$ cat src/rtl/cond_branch_unit.sv
// Branch-condition stage: full compare set, hardware call/return stack and a
// maskable interrupt pending/service controller behind a valid/ready handshake.
module cond_branch_unit #(
    parameter int DATA_W      = 32,
    parameter int ADDR_W      = 32,
    parameter int STACK_DEPTH = 8,
    parameter int NUM_INT     = 32
) (
    input  logic                       clk,
    input  logic                       rst_n,
    input  logic                       in_valid,
    output logic                       in_ready,
    input  logic [3:0]                 op,
    input  logic [DATA_W-1:0]          a,
    input  logic [DATA_W-1:0]          b,
    input  logic [ADDR_W-1:0]          pc_next,
    output logic                       out_valid,
    input  logic                       out_ready,
    output logic                       out_taken,
    output logic                       out_ret,
    output logic [ADDR_W-1:0]          out_target,
    output logic                       out_err,
    input  logic [NUM_INT-1:0]         irq,
    input  logic                       mask_we,
    input  logic [NUM_INT-1:0]         mask_wdata,
    output logic                       int_req,
    output logic [$clog2(NUM_INT)-1:0] int_id,
    input  logic                       int_ack,
    output logic                       in_service
);

    localparam int ID_W  = $clog2(NUM_INT);
    localparam int IDX_W = $clog2(STACK_DEPTH);
    localparam int SP_W  = IDX_W + 1;

    typedef enum logic [1:0] {IDLE, REQ, SERVICE} int_state_t;

    int_state_t          state;
    logic [SP_W-1:0]     sp;
    logic [ADDR_W-1:0]   stack_mem [STACK_DEPTH];
    logic [NUM_INT-1:0]  pending;
    logic [NUM_INT-1:0]  mask;
    logic [NUM_INT-1:0]  masked;
    logic [NUM_INT-1:0]  soft_set;
    logic [NUM_INT-1:0]  ack_clr;
    logic [ID_W-1:0]     lowest_id;
    logic [IDX_W-1:0]    push_idx;
    logic [IDX_W-1:0]    top_idx;
    logic                accept;
    logic                stack_full;
    logic                stack_empty;
    logic                b_in_range;
    logic                int_clear;
    logic                d_taken;
    logic                d_ret;
    logic                d_err;
    logic [ADDR_W-1:0]   d_target;
    logic                do_push;
    logic                do_pop;
    logic                iret_ok;

    assign in_ready    = !out_valid || out_ready;
    assign accept      = in_valid && in_ready;
    assign stack_full  = (sp == SP_W'(STACK_DEPTH));
    assign stack_empty = (sp == '0);
    assign push_idx    = sp[IDX_W-1:0];
    assign top_idx     = push_idx - IDX_W'(1);
    assign b_in_range  = ({1'b0, b} < (DATA_W+1)'(NUM_INT));
    assign masked      = pending & mask;
    assign int_id      = lowest_id;
    assign int_clear   = (state == REQ) && int_ack && (masked != '0);

    // Side effects (push/pop/iret/soft int) only fire for an accepted op.
    always_comb begin
        d_taken  = 1'b0;
        d_ret    = 1'b0;
        d_err    = 1'b0;
        d_target = '0;
        do_push  = 1'b0;
        do_pop   = 1'b0;
        iret_ok  = 1'b0;
        soft_set = '0;
        case (op)
            4'h0: d_taken = 1'b1;
            4'h1: d_taken = (a == b);
            4'h2: d_taken = (a != b);
            4'h3: d_taken = (a > b);
            4'h4: d_taken = (a < b);
            4'h5: d_taken = (a >= b);
            4'h6: d_taken = (a <= b);
            4'h7: d_taken = 1'b0;
            4'h8: begin
                if (!stack_empty) begin
                    d_taken  = 1'b1;
                    d_ret    = 1'b1;
                    d_target = stack_mem[top_idx];
                    do_pop   = accept;
                end else begin
                    d_err = 1'b1;
                end
            end
            4'h9: begin
                if (!stack_full) begin
                    d_taken = 1'b1;
                    do_push = accept;
                end else begin
                    d_err = 1'b1;
                end
            end
            4'hA: begin
                if (in_service) begin
                    d_taken = 1'b1;
                    iret_ok = accept;
                end else begin
                    d_err = 1'b1;
                end
            end
            4'hB: begin
                if (b_in_range) begin
                    d_taken = 1'b1;
                    soft_set[b[ID_W-1:0]] = accept;
                end else begin
                    d_err = 1'b1;
                end
            end
            4'hC: d_taken = ($signed(a) >  $signed(b));
            4'hD: d_taken = ($signed(a) <  $signed(b));
            4'hE: d_taken = ($signed(a) >= $signed(b));
            4'hF: d_taken = ($signed(a) <= $signed(b));
            default: ;
        endcase
    end

    // Lowest-index enabled pending line wins.
    always_comb begin
        lowest_id = '0;
        for (int i = NUM_INT - 1; i >= 0; i--) begin
            if (masked[i]) lowest_id = ID_W'(i);
        end
    end

    always_comb begin
        ack_clr = '0;
        if (int_clear) ack_clr[lowest_id] = 1'b1;
    end

    always_ff @(posedge clk) begin
        if (!rst_n) begin
            out_valid  <= 1'b0;
            out_taken  <= 1'b0;
            out_ret    <= 1'b0;
            out_target <= '0;
            out_err    <= 1'b0;
        end else if (accept) begin
            out_valid  <= 1'b1;
            out_taken  <= d_taken;
            out_ret    <= d_ret;
            out_target <= d_target;
            out_err    <= d_err;
        end else if (out_ready) begin
            out_valid  <= 1'b0;
        end
    end

    always_ff @(posedge clk) begin
        if (!rst_n) begin
            sp <= '0;
        end else if (do_push) begin
            sp <= sp + SP_W'(1);
        end else if (do_pop) begin
            sp <= sp - SP_W'(1);
        end
    end

    always_ff @(posedge clk) begin
        if (do_push) stack_mem[push_idx] <= pc_next;
    end

    // Set beats the ack clear so a line re-raised in the ack cycle stays pending.
    always_ff @(posedge clk) begin
        if (!rst_n) begin
            pending    <= '0;
            mask       <= '1;
            state      <= IDLE;
            int_req    <= 1'b0;
            in_service <= 1'b0;
        end else begin
            pending <= (pending & ~ack_clr) | irq | soft_set;
            if (mask_we) mask <= mask_wdata;
            case (state)
                IDLE: begin
                    if (masked != '0) begin
                        state   <= REQ;
                        int_req <= 1'b1;
                    end
                end
                REQ: begin
                    if (masked == '0) begin
                        state   <= IDLE;
                        int_req <= 1'b0;
                    end else if (int_ack) begin
                        state      <= SERVICE;
                        int_req    <= 1'b0;
                        in_service <= 1'b1;
                    end
                end
                SERVICE: begin
                    if (iret_ok) begin
                        state      <= IDLE;
                        in_service <= 1'b0;
                    end
                end
                default: begin
                    state      <= IDLE;
                    int_req    <= 1'b0;
                    in_service <= 1'b0;
                end
            endcase
        end
    end

endmodule

$ cat config.mk
export PLATFORM = sky130hd
export DESIGN_NAME = cond_branch_unit
export DESIGN_NICKNAME = d
export VERILOG_FILES = /design/src/rtl/cond_branch_unit.sv
export SDC_FILE = /design/constraint.sdc
export NUM_CORES = 1
export LEC_CHECK = 0
export CAP_MARGIN = 20
export CORE_UTILIZATION = 55
export CTS_CLUSTER_DIAMETER = 50
export DETAILED_ROUTE_END_ITERATION = 10
export PLACE_DENSITY = 0.81
export SKIP_CTS_REPAIR_TIMING = 1
export SYNTH_ARGS = -nofsm -noshare
export SYNTH_HDL_FRONTEND = slang
export SYNTH_SLANG_ARGS = --single-unit
$ cat constraint.sdc
create_clock -name clk -period 6.5 [get_ports clk]
set_clock_uncertainty 0.05 [all_clocks]
set_input_delay 0.65 -clock clk [delete_from_list [all_inputs] [get_ports clk]]
set_output_delay 0.65 -clock clk [all_outputs]
set_load 0.02 [all_outputs]
Word level (Yosys, flattened, before mapping) --
Memories as Yosys holds them, arrays and structs flattened. Cells that the tools add are included.
Cells by class: add/subtract/negate cells 3, magnitude comparators 13, equal/unequal tests 25, multiplexer cells 77, bitwise operators 8, reductions and logical operators 17
Operators by type and width (count):
- 32-bit 2-to-1 mux | 5
- 5-bit 2-to-1 mux | 32
- 32-bit bitwise AND | 3
- 32-bit greater-or-equal comparator | 2
- 32-bit > comparator | 2
- 32-bit <= comparator | 2
- 32-bit < comparator | 2
- 32-bit OR | 2
- 4-bit == test, second input constant | 9
- 32-bit == test | 1
- 32-bit logical NOT | 1
- 32-bit by 6-bit < comparator with 1-bit output, second input constant | 1
- 32-bit inequality test | 1
- 32-bit inverter | 1
- 32-bit nonzero test | 1
- 1-bit 2-to-1 mux | 27
- 4-bit by 3-bit == test with 1-bit output, second input constant | 4
- 1-bit case mux with 16 select lines | 1
- 5-bit by 6-bit < comparator with 1-bit output, second input constant | 2
- 1-bit demux with 5-bit select | 2
- 5-bit by 1-bit greater-or-equal comparator with 1-bit output, second input constant | 2
- 4-bit by 2-bit == test with 1-bit output, second input constant | 2
- 4-bit logical NOT | 2
- 2-bit 2-to-1 mux | 4
- other kinds (20) | 32
Storage, ports and cells: flip-flop bits (word level) 108, bits in writable memories 256, bits of input ports 170, logic and storage cells 155, memories kept 1
Memories:
- stack_mem | depth 8, bits a word 32, rd ports 1, clocked after memory_dff 0, wr ports 1, RTL line 40 | logic [ADDR_W-1:0] stack_mem [STACK_DEPTH];

Logic depth before layout (Yosys ltp) --
Gate-level depths: netlist of the first run.
depth after elaboration 42, depth in mapped cells 12

Worst setup path before layout of the first run --
OpenSTA, ideal clock, no wires.
kind register -> register, start point register sp[0], end point memory stack_mem[0][0] (enable), data arrival time 4.966 ns, required time 5.947 ns, setup slack 0.981 ns, cell stages (with the launch flop) 8, buffers on the path 2, cell sequence dfxtp_1 clkbuf_1 clkbuf_1 inv_1 ha_1 a31oi_1 nand3_1 nor4_1
Between the ends: cells in the longest elaborated chain, start to end 5
Ends and longest elaborated chain:
- start, declared | RTL line 39 | logic [SP_W-1:0] sp;
- start signal, assigned | RTL line 169 | sp <= sp + SP_W'(1);
- start signal, assigned | RTL line 171 | sp <= sp - SP_W'(1);
- 4-bit == test | RTL line 64 | assign stack_full = (sp == SP_W'(STACK_DEPTH));
- 1-bit 2-to-1 mux | RTL line 103 | if (!stack_full) begin
- 1-bit 2-to-1 mux | RTL line 83 | case (op)
- 1-bit 2-to-1 mux | RTL line 176 | if (do_push) stack_mem[push_idx] <= pc_next;
- 1-bit 2-to-1 mux (implied by the code) | RTL line 176
- end, declared | RTL line 40
Several ways; a longest one is shown, not always the timed one.

Worst setup path after layout of the first run --
start point register pending[30], end point output int_id[1]
Between the ends: cells in the longest elaborated chain, start to end 32
Ends and longest elaborated chain:
- start, declared | RTL line 41 | logic [NUM_INT-1:0] pending;
- start signal, assigned | RTL line 188 | pending <= (pending & ~ack_clr) | irq | soft_set;
- 32-bit bitwise AND | RTL line 69 | assign masked = pending & mask;
- 5-bit 2-to-1 mux (31 in a row) | RTL line 138 | if (masked[i]) lowest_id = ID_W'(i);
- end, declared | RTL line 27 | output logic [$clog2(NUM_INT)-1:0] int_id,
Every way passes these cells.

==> out/metrics.cfg, run 1 <==
[run_status]
outcome=complete, no violations

[timing]
fin_setup_tns_ns=0
drv_slew=0
max_slew_margin_pct=32.5
worstMarginPinSlew_ns=1.01
period_share_pct=62.2
whs_ns=0.402
fmax_mhz=247
finalHoldViolCount=0
period_minus_slack_ns=4.04
rsz0062_at_grt=no
final-setup-viol-count=0

[yosys]
yosysTopAreaCell=edfxtp_1
synth.avg_cell_area_um2=13.3
synthCells=1157
syn-num-nets=1363
yosysSeqAreaShare_pct=64.1
ys.flop_type=edfxtp_1
synth_enable_flop_cells=256
yosys_warnings=0
synth_seq_cells=364
ys_types=59
synth_area_leaders=edfxtp_1, dfxtp_1, mux4_2
synthArstFlopShare_pct=0
synth_top_area_share_pct=50.0
synth_area_um2=15400

[die]
chipHeight_um=169
row_count=60
io_pins=214
dieWidth_um=169
core_area_um2=27200
start_util_pct=56.5
die_area_um2=28600

[power_and_ir_drop]
combPwrFrac_pct=8.8
leakage_nw=6.77
seqPwrFrac_pct=49.3
p_int_mw=3.98
power.total_mw=5.16
switching_share_pct=22.8
p_sw_mw=1.18
peakVddDrop_uv=273
powerDensity_nw_per_um2=268
clockPowerShare_pct=42.0

[global_routing]
grt_pass1_wl_um=58400
grt.total_usage_pct=27.0
antenna_found_initial=6
grt_max_degree=71
overflow=0
grt_pass1_vias=10600

[worst_setup_path]
critPathCaptureType=output pin
startpoint_type=flip-flop
path_max_fanout=15
required_ns=5.80
worst-setup-path-type=reg -> out
arrival_ns=3.34

[clock_network]
clk_latency_ns=0.54
cts_tree=built
clockBufferDepth=3
clkTransAtPathRegs_ns=0.06
cts_max_level=2
cts.sinks=364
numCtsBuffers=39
cts_root_buffer=clkbuf_16

[layout]
most-common-layout-cells=edfxtp_1, clkdlybuf4s50_1, nand2_1
multi_input_area_um2=5210
fill_cells=1827
fin_area_um2=19200
layout.area.seq_um2=9850
fin_nets=1582
area_growth_pct=25.1
layout.cells.non_filler=1783
drive_above_1_share_pct=11.2
layout_commonest_cell=edfxtp_1

[placed_design]
gp_congestion=0.951
place_inst=1707
postPlaceCellArea_um2=17900
post-dp-hpwl_um=23700
io_buffer_count=213

[route]
drt_first_pass_iters=5
remaining_drc_errors=0
first_iter_violations=1052
wire_per_inst_um=21.5
routed_wl_um=38400
vias=10600
ant_nets=0
avgViaCountPerCell=5.93

[worst_hold_path]
worstHoldPathType=reg -> reg

[flow_run]
cap_violations=0

[worst max-delay path: stages (launching register included)]
cell	delay, ns
dfxtp_1	0.34
a22o_1	0.24
a21oi_1	0.17
o211ai_1	0.10
a31o_1	0.25
a21oi_1	0.15
o31a_1	0.60
inv_2	0.31
clkdlybuf4s50_1	0.62
[power groups by stage]
stage                     logic (mW)  clock network (mW)  registers (mW)
after floorplan                0.234                   0            2.58
after global placement         0.435                   0            2.59
after detailed placement       0.445                   0            2.59
after CTS                      0.449                2.21            2.54
after global routing           0.490                2.28            2.54
final                          0.452                2.17            2.54
[logic make-up after synthesis]
logic type,Yosys count,synth area share (%)
simple gates,319,9.06
buf+inv,92,2.37
flops,364,64.1
compound gates,243,9.59
xor+xnor,5,0.285
fa+ha+maj,36,2.98
mux,98,11.6
[Yosys cell counts (7+ instances only)]
library cell and instances:
a21o_1 7, a21oi_1 144, a22o_1 8, a22oi_1 12
buf_2 9, clkbuf_1 35, dfxtp_1 108, edfxtp_1 256
ha_1 35, inv_1 39, mux2i_1 34, mux4_2 64
nand2_1 159, nand3_1 18, nand4_1 12, nor2_1 72
nor3_1 19, nor4_1 9, o21ai_0 9, o21ai_1 7
o31ai_1 14, o41ai_1 7
[sequential cells by signal (all words and copies together) (netlist names)]
| register | count |
|---|---|
| sp | 4 |
| stack_mem | 256 |
| out_err | 1 |
| state | 2 |
| mask | 32 |
| out_ret | 1 |
| pending | 32 |
| in_service | 1 |
| out_valid | 1 |
| int_req | 1 |
| out_target | 32 |
| out_taken | 1 |
[path summary, 6_finish.rpt]
check	to	slack, ns	cells after the start	startpoint
worst max-delay path	int_id[1]	2.46	8	pending[30]
worst min-delay path	out_ret	0.40	2	out_ret
worst max register to register	sp[3]	3.39	10	sp[0]
worst min register to register	out_ret	0.40	2	out_ret
[routing by layer]
metal	track usage [%]	part of all wire, %	wire length [um]
met5	0	0.081	31
met4	9.83	3.0	1130
met3	6.20	9.2	3530
met2	46.0	49	18900
met1	33.7	39	14800
[per-stage QoR]
stage          util (%)  setup WS (ns)
6_report           70.7           2.46
5_1_grt            70.7           2.35
4_1_cts            70.7           2.56
3_5_place_dp       66.0           2.92
3_3_place_gp       66.0           2.98
2_1_floorplan         -          0.981
[cell type report]
| class | count | area share [%] |
|---|---|---|
| tap | 372 | 2.42 |
| timing repair buffer | 229 | 11.7 |
| antenna | 4 | 0.0521 |
| sequential | 364 | 51.3 |
| clock buffer | 48 | 5.31 |
| clock inverter | 24 | 1.30 |
| multi-input combinational | 701 | 27.1 |
| inverter | 41 | 0.801 |
Note: power is estimated with default switching activity, not from simulation.
==> inputs of run 2 (changes only) <==
--- a/config.mk
+++ b/config.mk
@@ -6,10 +6,10 @@
 export NUM_CORES = 1
 export LEC_CHECK = 0
 export CAP_MARGIN = 20
-export CORE_UTILIZATION = 55
+export CORE_UTILIZATION = 50
 export CTS_CLUSTER_DIAMETER = 50
 export DETAILED_ROUTE_END_ITERATION = 10
-export PLACE_DENSITY = 0.81
+export PLACE_DENSITY = 0.78
 export SKIP_CTS_REPAIR_TIMING = 1
 export SYNTH_ARGS = -nofsm -noshare
 export SYNTH_HDL_FRONTEND = slang
==> constraint.sdc (replaced) <==
create_clock -name clk -period 3.4 [get_ports clk]
set_clock_uncertainty 0.05 [all_clocks]
set_input_delay 0.34 -clock clk [delete_from_list [all_inputs] [get_ports clk]]
set_output_delay 0.34 -clock clk [all_outputs]
set_load 0.02 [all_outputs]
==> run 2 against run 1 <==
Critical path depth decreased by 1; first-iteration DRC count decreased by 14%; register-to-register slack got worse by 2.7 ns; utilization decreased by 5.4 points; clock power increased by 99%; sequential power increased by 91%; power increased by 95%; routed wire length decreased by 1.4%; die area increased by 9.9%; via count decreased by 1.7%; setup slack got worse by 2.2 ns.
==> out/metrics.cfg, run 2 (synthesized netlist as in run 1, its figures left out) <==
[die]
chipHeight_um=177  ; +4.8%
core_area_um2=30000  ; +10%
dieWidth_um=177  ; +4.8%
row_count=63  ; +5.0%
start_util_pct=51.3  ; -5.2 points
io_pins=214  ; unchanged
die_area_um2=31400  ; +9.9%

[route]
avgViaCountPerCell=5.74  ; -3.2%
ant_nets=0  ; unchanged
wire_per_inst_um=20.9  ; -2.9%
vias=10400  ; -1.7%
remaining_drc_errors=0  ; unchanged
drt_first_pass_iters=5  ; unchanged
first_iter_violations=907  ; -14%
routed_wl_um=37800  ; -1.4%

[global_routing]
grt_pass1_vias=10400  ; -1.6%
grt_max_degree=73  ; +2.8%
grt_pass1_wl_um=57500  ; -1.6%
antenna_found_initial=1  ; -5
grt.total_usage_pct=24.2  ; -2.8 points
overflow=0  ; unchanged

[worst_setup_path]
cpLargestDelayFamily=compound AO/OA/AOI/OAI gates
cp.buffers_inverters=2  ; unchanged
worstPathCellList=a22o_1, a211oi_1, o21ai_1, a21boi_1, o21ai_2, inv_1, clkdlybuf4s50_1
cpPeakStageDelay_ns=0.66  ; +0.04 ns
startpoint_type=flip-flop
reg2reg_slack_ns=0.68  ; -2.71 ns
required_ns=3.01  ; -2.79 ns
arrival_ns=2.72  ; -0.62 ns
cp_slowest_cell=clkdlybuf4s50_1
worst-setup-path-type=reg -> out
path_max_fanout=7  ; -8
critPathCaptureType=output pin

[power_and_ir_drop]
peakVddDrop_uv=465  ; +71%
p_int_mw=7.82  ; +96%
switching_share_pct=22.3  ; -0.52 points
p_sw_mw=2.25  ; +91%
clockPowerShare_pct=43.0  ; +1.0 points
leakage_nw=6.90  ; +2.0%
combPwrFrac_pct=8.8  ; about the same
seqPwrFrac_pct=48.2  ; -1.1 points
powerDensity_nw_per_um2=515  ; +92%

[clock_network]
cts_tree=built
clk_latency_ns=0.53  ; about the same
cts_max_level=2  ; unchanged
cts_root_buffer=clkbuf_16
clkTransAtPathRegs_ns=0.06  ; about the same
cts.sinks=364  ; unchanged
numCtsBuffers=39  ; unchanged
clockBufferDepth=3  ; unchanged

[timing]
period_minus_slack_ns=3.11
worstMarginPinSlew_ns=1.02  ; +0.00864 ns
final-setup-viol-count=0  ; unchanged
finalHoldViolCount=0  ; unchanged
period_share_pct=91.5
max_slew_margin_pct=31.9  ; -0.58 points
rsz0062_at_grt=no
whs_ns=0.361  ; -0.0413 ns
drv_slew=0  ; unchanged
fmax_mhz=322

[flow_run]
cap_violations=0  ; unchanged

[worst_hold_path]
worstHoldPathType=in -> reg

[placed_design]
post-dp-hpwl_um=23900  ; +0.81%
gp_congestion=0.926  ; -2.6%
io_buffer_count=213  ; unchanged
postPlaceCellArea_um2=18200  ; +1.6%

[layout]
layout_commonest_cell=edfxtp_1
fill_cells=2193  ; +20%
fin_area_um2=19500  ; +1.7%
largest_reg_flops=256  ; unchanged
top_register=stack_mem
most-common-layout-cells=edfxtp_1, clkdlybuf4s50_1, nand2_1
drive_above_1_share_pct=12.8  ; +1.6 points
fin_nets=1595  ; +0.82%
area_growth_pct=27.2

[run_status]
outcome=complete, no violations

## run 2: changes by cell type in the layout (fill, tap and decap cells not counted), sizes merged
cell,delta
bufinv,+2
diode,-3
clkinv,-3
inv,+1
buf,+13
clkbuf,-2
clkinvlp,+1
## run 2: path summary, 6_finish.rpt
| check | startpoint | endpoint | cells past startpoint |
|---|---|---|---|
| max | pending[24] | int_id[2] | 7 |
| min | mask_wdata[2] | mask[2] | 3 |
| max reg2reg | sp[1] | sp[3] | 10 |
| min reg2reg | out_ret | out_ret | 2 |
## run 2: final cells by class
type	count	area [um2]	area share (%)
Clock buffer	46	1040	5.33
Inverter	41	154	0.787
Timing Repair Buffer	242	2480	12.7
Tap cell	390	488	2.50
Multi-Input combinational cell	701	5240	26.8
Sequential cell	364	9850	50.4
Clock inverter	25	282	1.44
Antenna cell	1	2.50	0.0128
## run 2: tightest hold or removal path, stage by stage
cell             delay, ns
clkdlybuf4s50_1       0.45
mux2i_1               0.06
nand2_1               0.06
## run 2: metal layers
layer  up-vias  GRT usage [%]  part of all wire (%)
met5         -              0                     0
met4         0           6.73                   2.0
met3        50           4.19                   7.6
met2       383           41.9                    49
met1      5105           31.3                    41
li1       4860              -                     -
## run 2: power by group through the flow
stage	sequential [mW]	clock, mW	combinational, mW
global placement	4.94	0	0.866
floorplan	4.94	0	0.450
CTS	4.85	4.40	0.884
finish	4.85	4.32	0.887
detailed placement	4.95	0	0.878
global route	4.86	4.59	0.965
## run 2: per-stage QoR
stage	utilization (%)	setup slack [ns]	power (mW)	setup TNS [ns]	cells
4_1_cts	65.2	0.0911	10.1	0	1809
3_3_place_gp	60.8	0.147	5.81	0	1738
6_report	65.3	0.290	10.1	0	1810
3_5_place_dp	60.8	0.116	5.82	0	1738
5_1_grt	65.3	0.141	10.4	0	1810
2_1_floorplan	-	-0.152	5.39	-29.24	1157
==> inputs of run 3 (changes only) <==
--- a/config.mk
+++ b/config.mk
@@ -9,6 +9,7 @@
 export CORE_UTILIZATION = 50
 export CTS_CLUSTER_DIAMETER = 50
 export DETAILED_ROUTE_END_ITERATION = 10
+export GPL_TIMING_DRIVEN = 0
 export PLACE_DENSITY = 0.78
 export SKIP_CTS_REPAIR_TIMING = 1
 export SYNTH_ARGS = -nofsm -noshare
==> run 3 against run 2 <==
Maximum frequency decreased by 3.8%; sequential power about the same; critical path depth is 5 higher; largest cell class unchanged.
==> out/metrics.cfg, run 3 (synthesized netlist as in run 1, its figures left out) <==
[clock_network]
clk_latency_ns=0.54  ; about the same
clkTransAtPathRegs_ns=0.06  ; about the same
cts.sinks=364  ; unchanged
cts_tree=built
cts_max_level=2  ; unchanged
numCtsBuffers=39  ; unchanged
clockBufferDepth=3  ; unchanged
cts_root_buffer=clkbuf_16

[layout]
drive_above_1_share_pct=12.5  ; -0.24 points
largest_reg_flops=256  ; unchanged
fill_cells=2122  ; -3.2%
area_growth_pct=29.0
diodes=0  ; -1
fin_area_um2=19800  ; +1.4%
most-common-layout-cells=edfxtp_1, clkdlybuf4s50_1, nand2_1
layout_commonest_cell=edfxtp_1
top_register=stack_mem
fin_nets=1637  ; +2.6%

[timing]
whs_ns=0.306  ; -0.0545 ns
period_share_pct=95.1  ; +3.6 points
drv_slew=0  ; unchanged
fmax_mhz=309  ; -3.8%
period_minus_slack_ns=3.23  ; +0.124 ns
finalHoldViolCount=0  ; unchanged
final-setup-viol-count=0  ; unchanged
worstMarginPinSlew_ns=0.824  ; -0.193 ns
fin_setup_tns_ns=0  ; unchanged
max_slew_margin_pct=44.9  ; +13 points
finalWorstSetupSlack_ns=0.166  ; -0.124 ns

[worst_setup_path]
critPathCaptureType=flip-flop
arrival_ns=3.57  ; +0.85 ns
worst-setup-path-type=reg -> reg
startpoint_type=flip-flop
path_max_fanout=10  ; +3
required_ns=3.73  ; +0.72 ns

[placed_design]
io_buffer_count=211  ; -0.94%
place_ws_ns=-0.475  ; -0.591 ns
post-dp-hpwl_um=27900  ; +17%
postPlaceCellArea_um2=18400  ; +0.86%
gp_congestion=0.962  ; +3.9%

[die]
chipHeight_um=177  ; unchanged
io_pins=214  ; unchanged
start_util_pct=51.3  ; unchanged
row_count=63  ; unchanged
die_area_um2=31400  ; unchanged
core_area_um2=30000  ; unchanged
dieWidth_um=177  ; unchanged

[power_and_ir_drop]
powerDensity_nw_per_um2=503  ; -2.4%
leakage_nw=7.01  ; +1.6%
peakVddDrop_uv=470  ; +1.1%

[run_status]
outcome=complete, no violations

[route]
wire_per_inst_um=21.8  ; +4.5%
first_iter_violations=861  ; -5.1%
vias=10800  ; +4.0%
avgViaCountPerCell=5.84  ; +1.6%
drt_first_pass_iters=5  ; unchanged
remaining_drc_errors=0  ; unchanged
routed_wl_um=40400  ; +6.9%
ant_nets=0  ; unchanged

[worst_hold_path]
worstHoldPathType=in -> reg

[global_routing]
grt_pass1_wl_um=60400  ; +5.1%
grt_max_degree=19  ; -74%
antenna_found_initial=2  ; +1
grt.total_usage_pct=25.7  ; +1.5 points
overflow=0  ; unchanged
grt_pass1_vias=10800  ; +3.7%

[flow_run]
cap_violations=0  ; unchanged

## run 3: changes by cell type in the layout (fill, tap and decap cells not counted), sizes merged
cell / change
buf: +7
bufinv: -2
clkbuf: +42
clkdlybuf4s50: -2
clkinv: +2
clkinvlp: -1
diode: -1
dlymetal6s2s: +1
inv: -4
## run 3: final cells by class
class / instances / area [um2] / area share [%]
Inverter: 41 / 154 / 0.777
Clock buffer: 52 / 1090 / 5.48
Timing Repair Buffer: 234 / 2560 / 12.9
Sequential cell: 364 / 9850 / 49.7
Multi-Input combinational cell: 701 / 5250 / 26.5
Clock inverter: 20 / 208 / 1.05
Tap cell: 390 / 488 / 2.46
Buffer: 50 / 218 / 1.10
## run 3: routing by layer
metal	track usage (%)	vias up	wire length [um]
li1	-	4962	-
met4	9.05	4	1140
met2	43.6	479	19900
met5	0	-	26
met3	5.09	81	3380
met1	32.9	5286	16000
## run 3: worst paths after layout
| kind | cells past startpoint | to | slack [ns] | startpoint |
|---|---|---|---|---|
| max | 12 | sp[3] | 0.17 | sp[0] |
| min reg2reg | 2 | pending[17] | 0.43 | pending[17] |
| min | 3 | mask[0] | 0.31 | mask_we |
| max reg2reg | 12 | sp[3] | 0.17 | sp[0] |
## run 3: stage by stage
| step | util, % | total power [mW] | cells |
|---|---|---|---|
| 2_1_floorplan | - | 5.39 | 1157 |
| 6_report | 66.2 | 9.96 | 1852 |
| 5_1_grt | 66.2 | 10.3 | 1852 |
| 4_1_cts | 65.7 | 10.0 | 1844 |
| 3_5_place_dp | 61.3 | 5.84 | 1772 |
| 3_3_place_gp | 60.1 | 5.82 | 1758 |
## run 3: report_power, final
group	internal [mW]	switching [mW]	leakage (nW)
registers	4.80	0.0536	3.19
clock network	2.50	1.71	0.633
logic	0.414	0.490	3.19
total	7.71	2.25	7.01
## run 3: worst max-delay path, stage by stage (launching register included)
cell      delay [ns]
dfxtp_1         0.35
clkbuf_2        0.30
clkbuf_4        0.36
inv_1           0.08
ha_1            0.28
a31oi_2         0.33
nand3_4         0.23
ha_1            0.36
a21o_1          0.17
a21oi_1         0.16
mux2i_1         0.23
xnor2_1         0.14
nor2_1          0.05
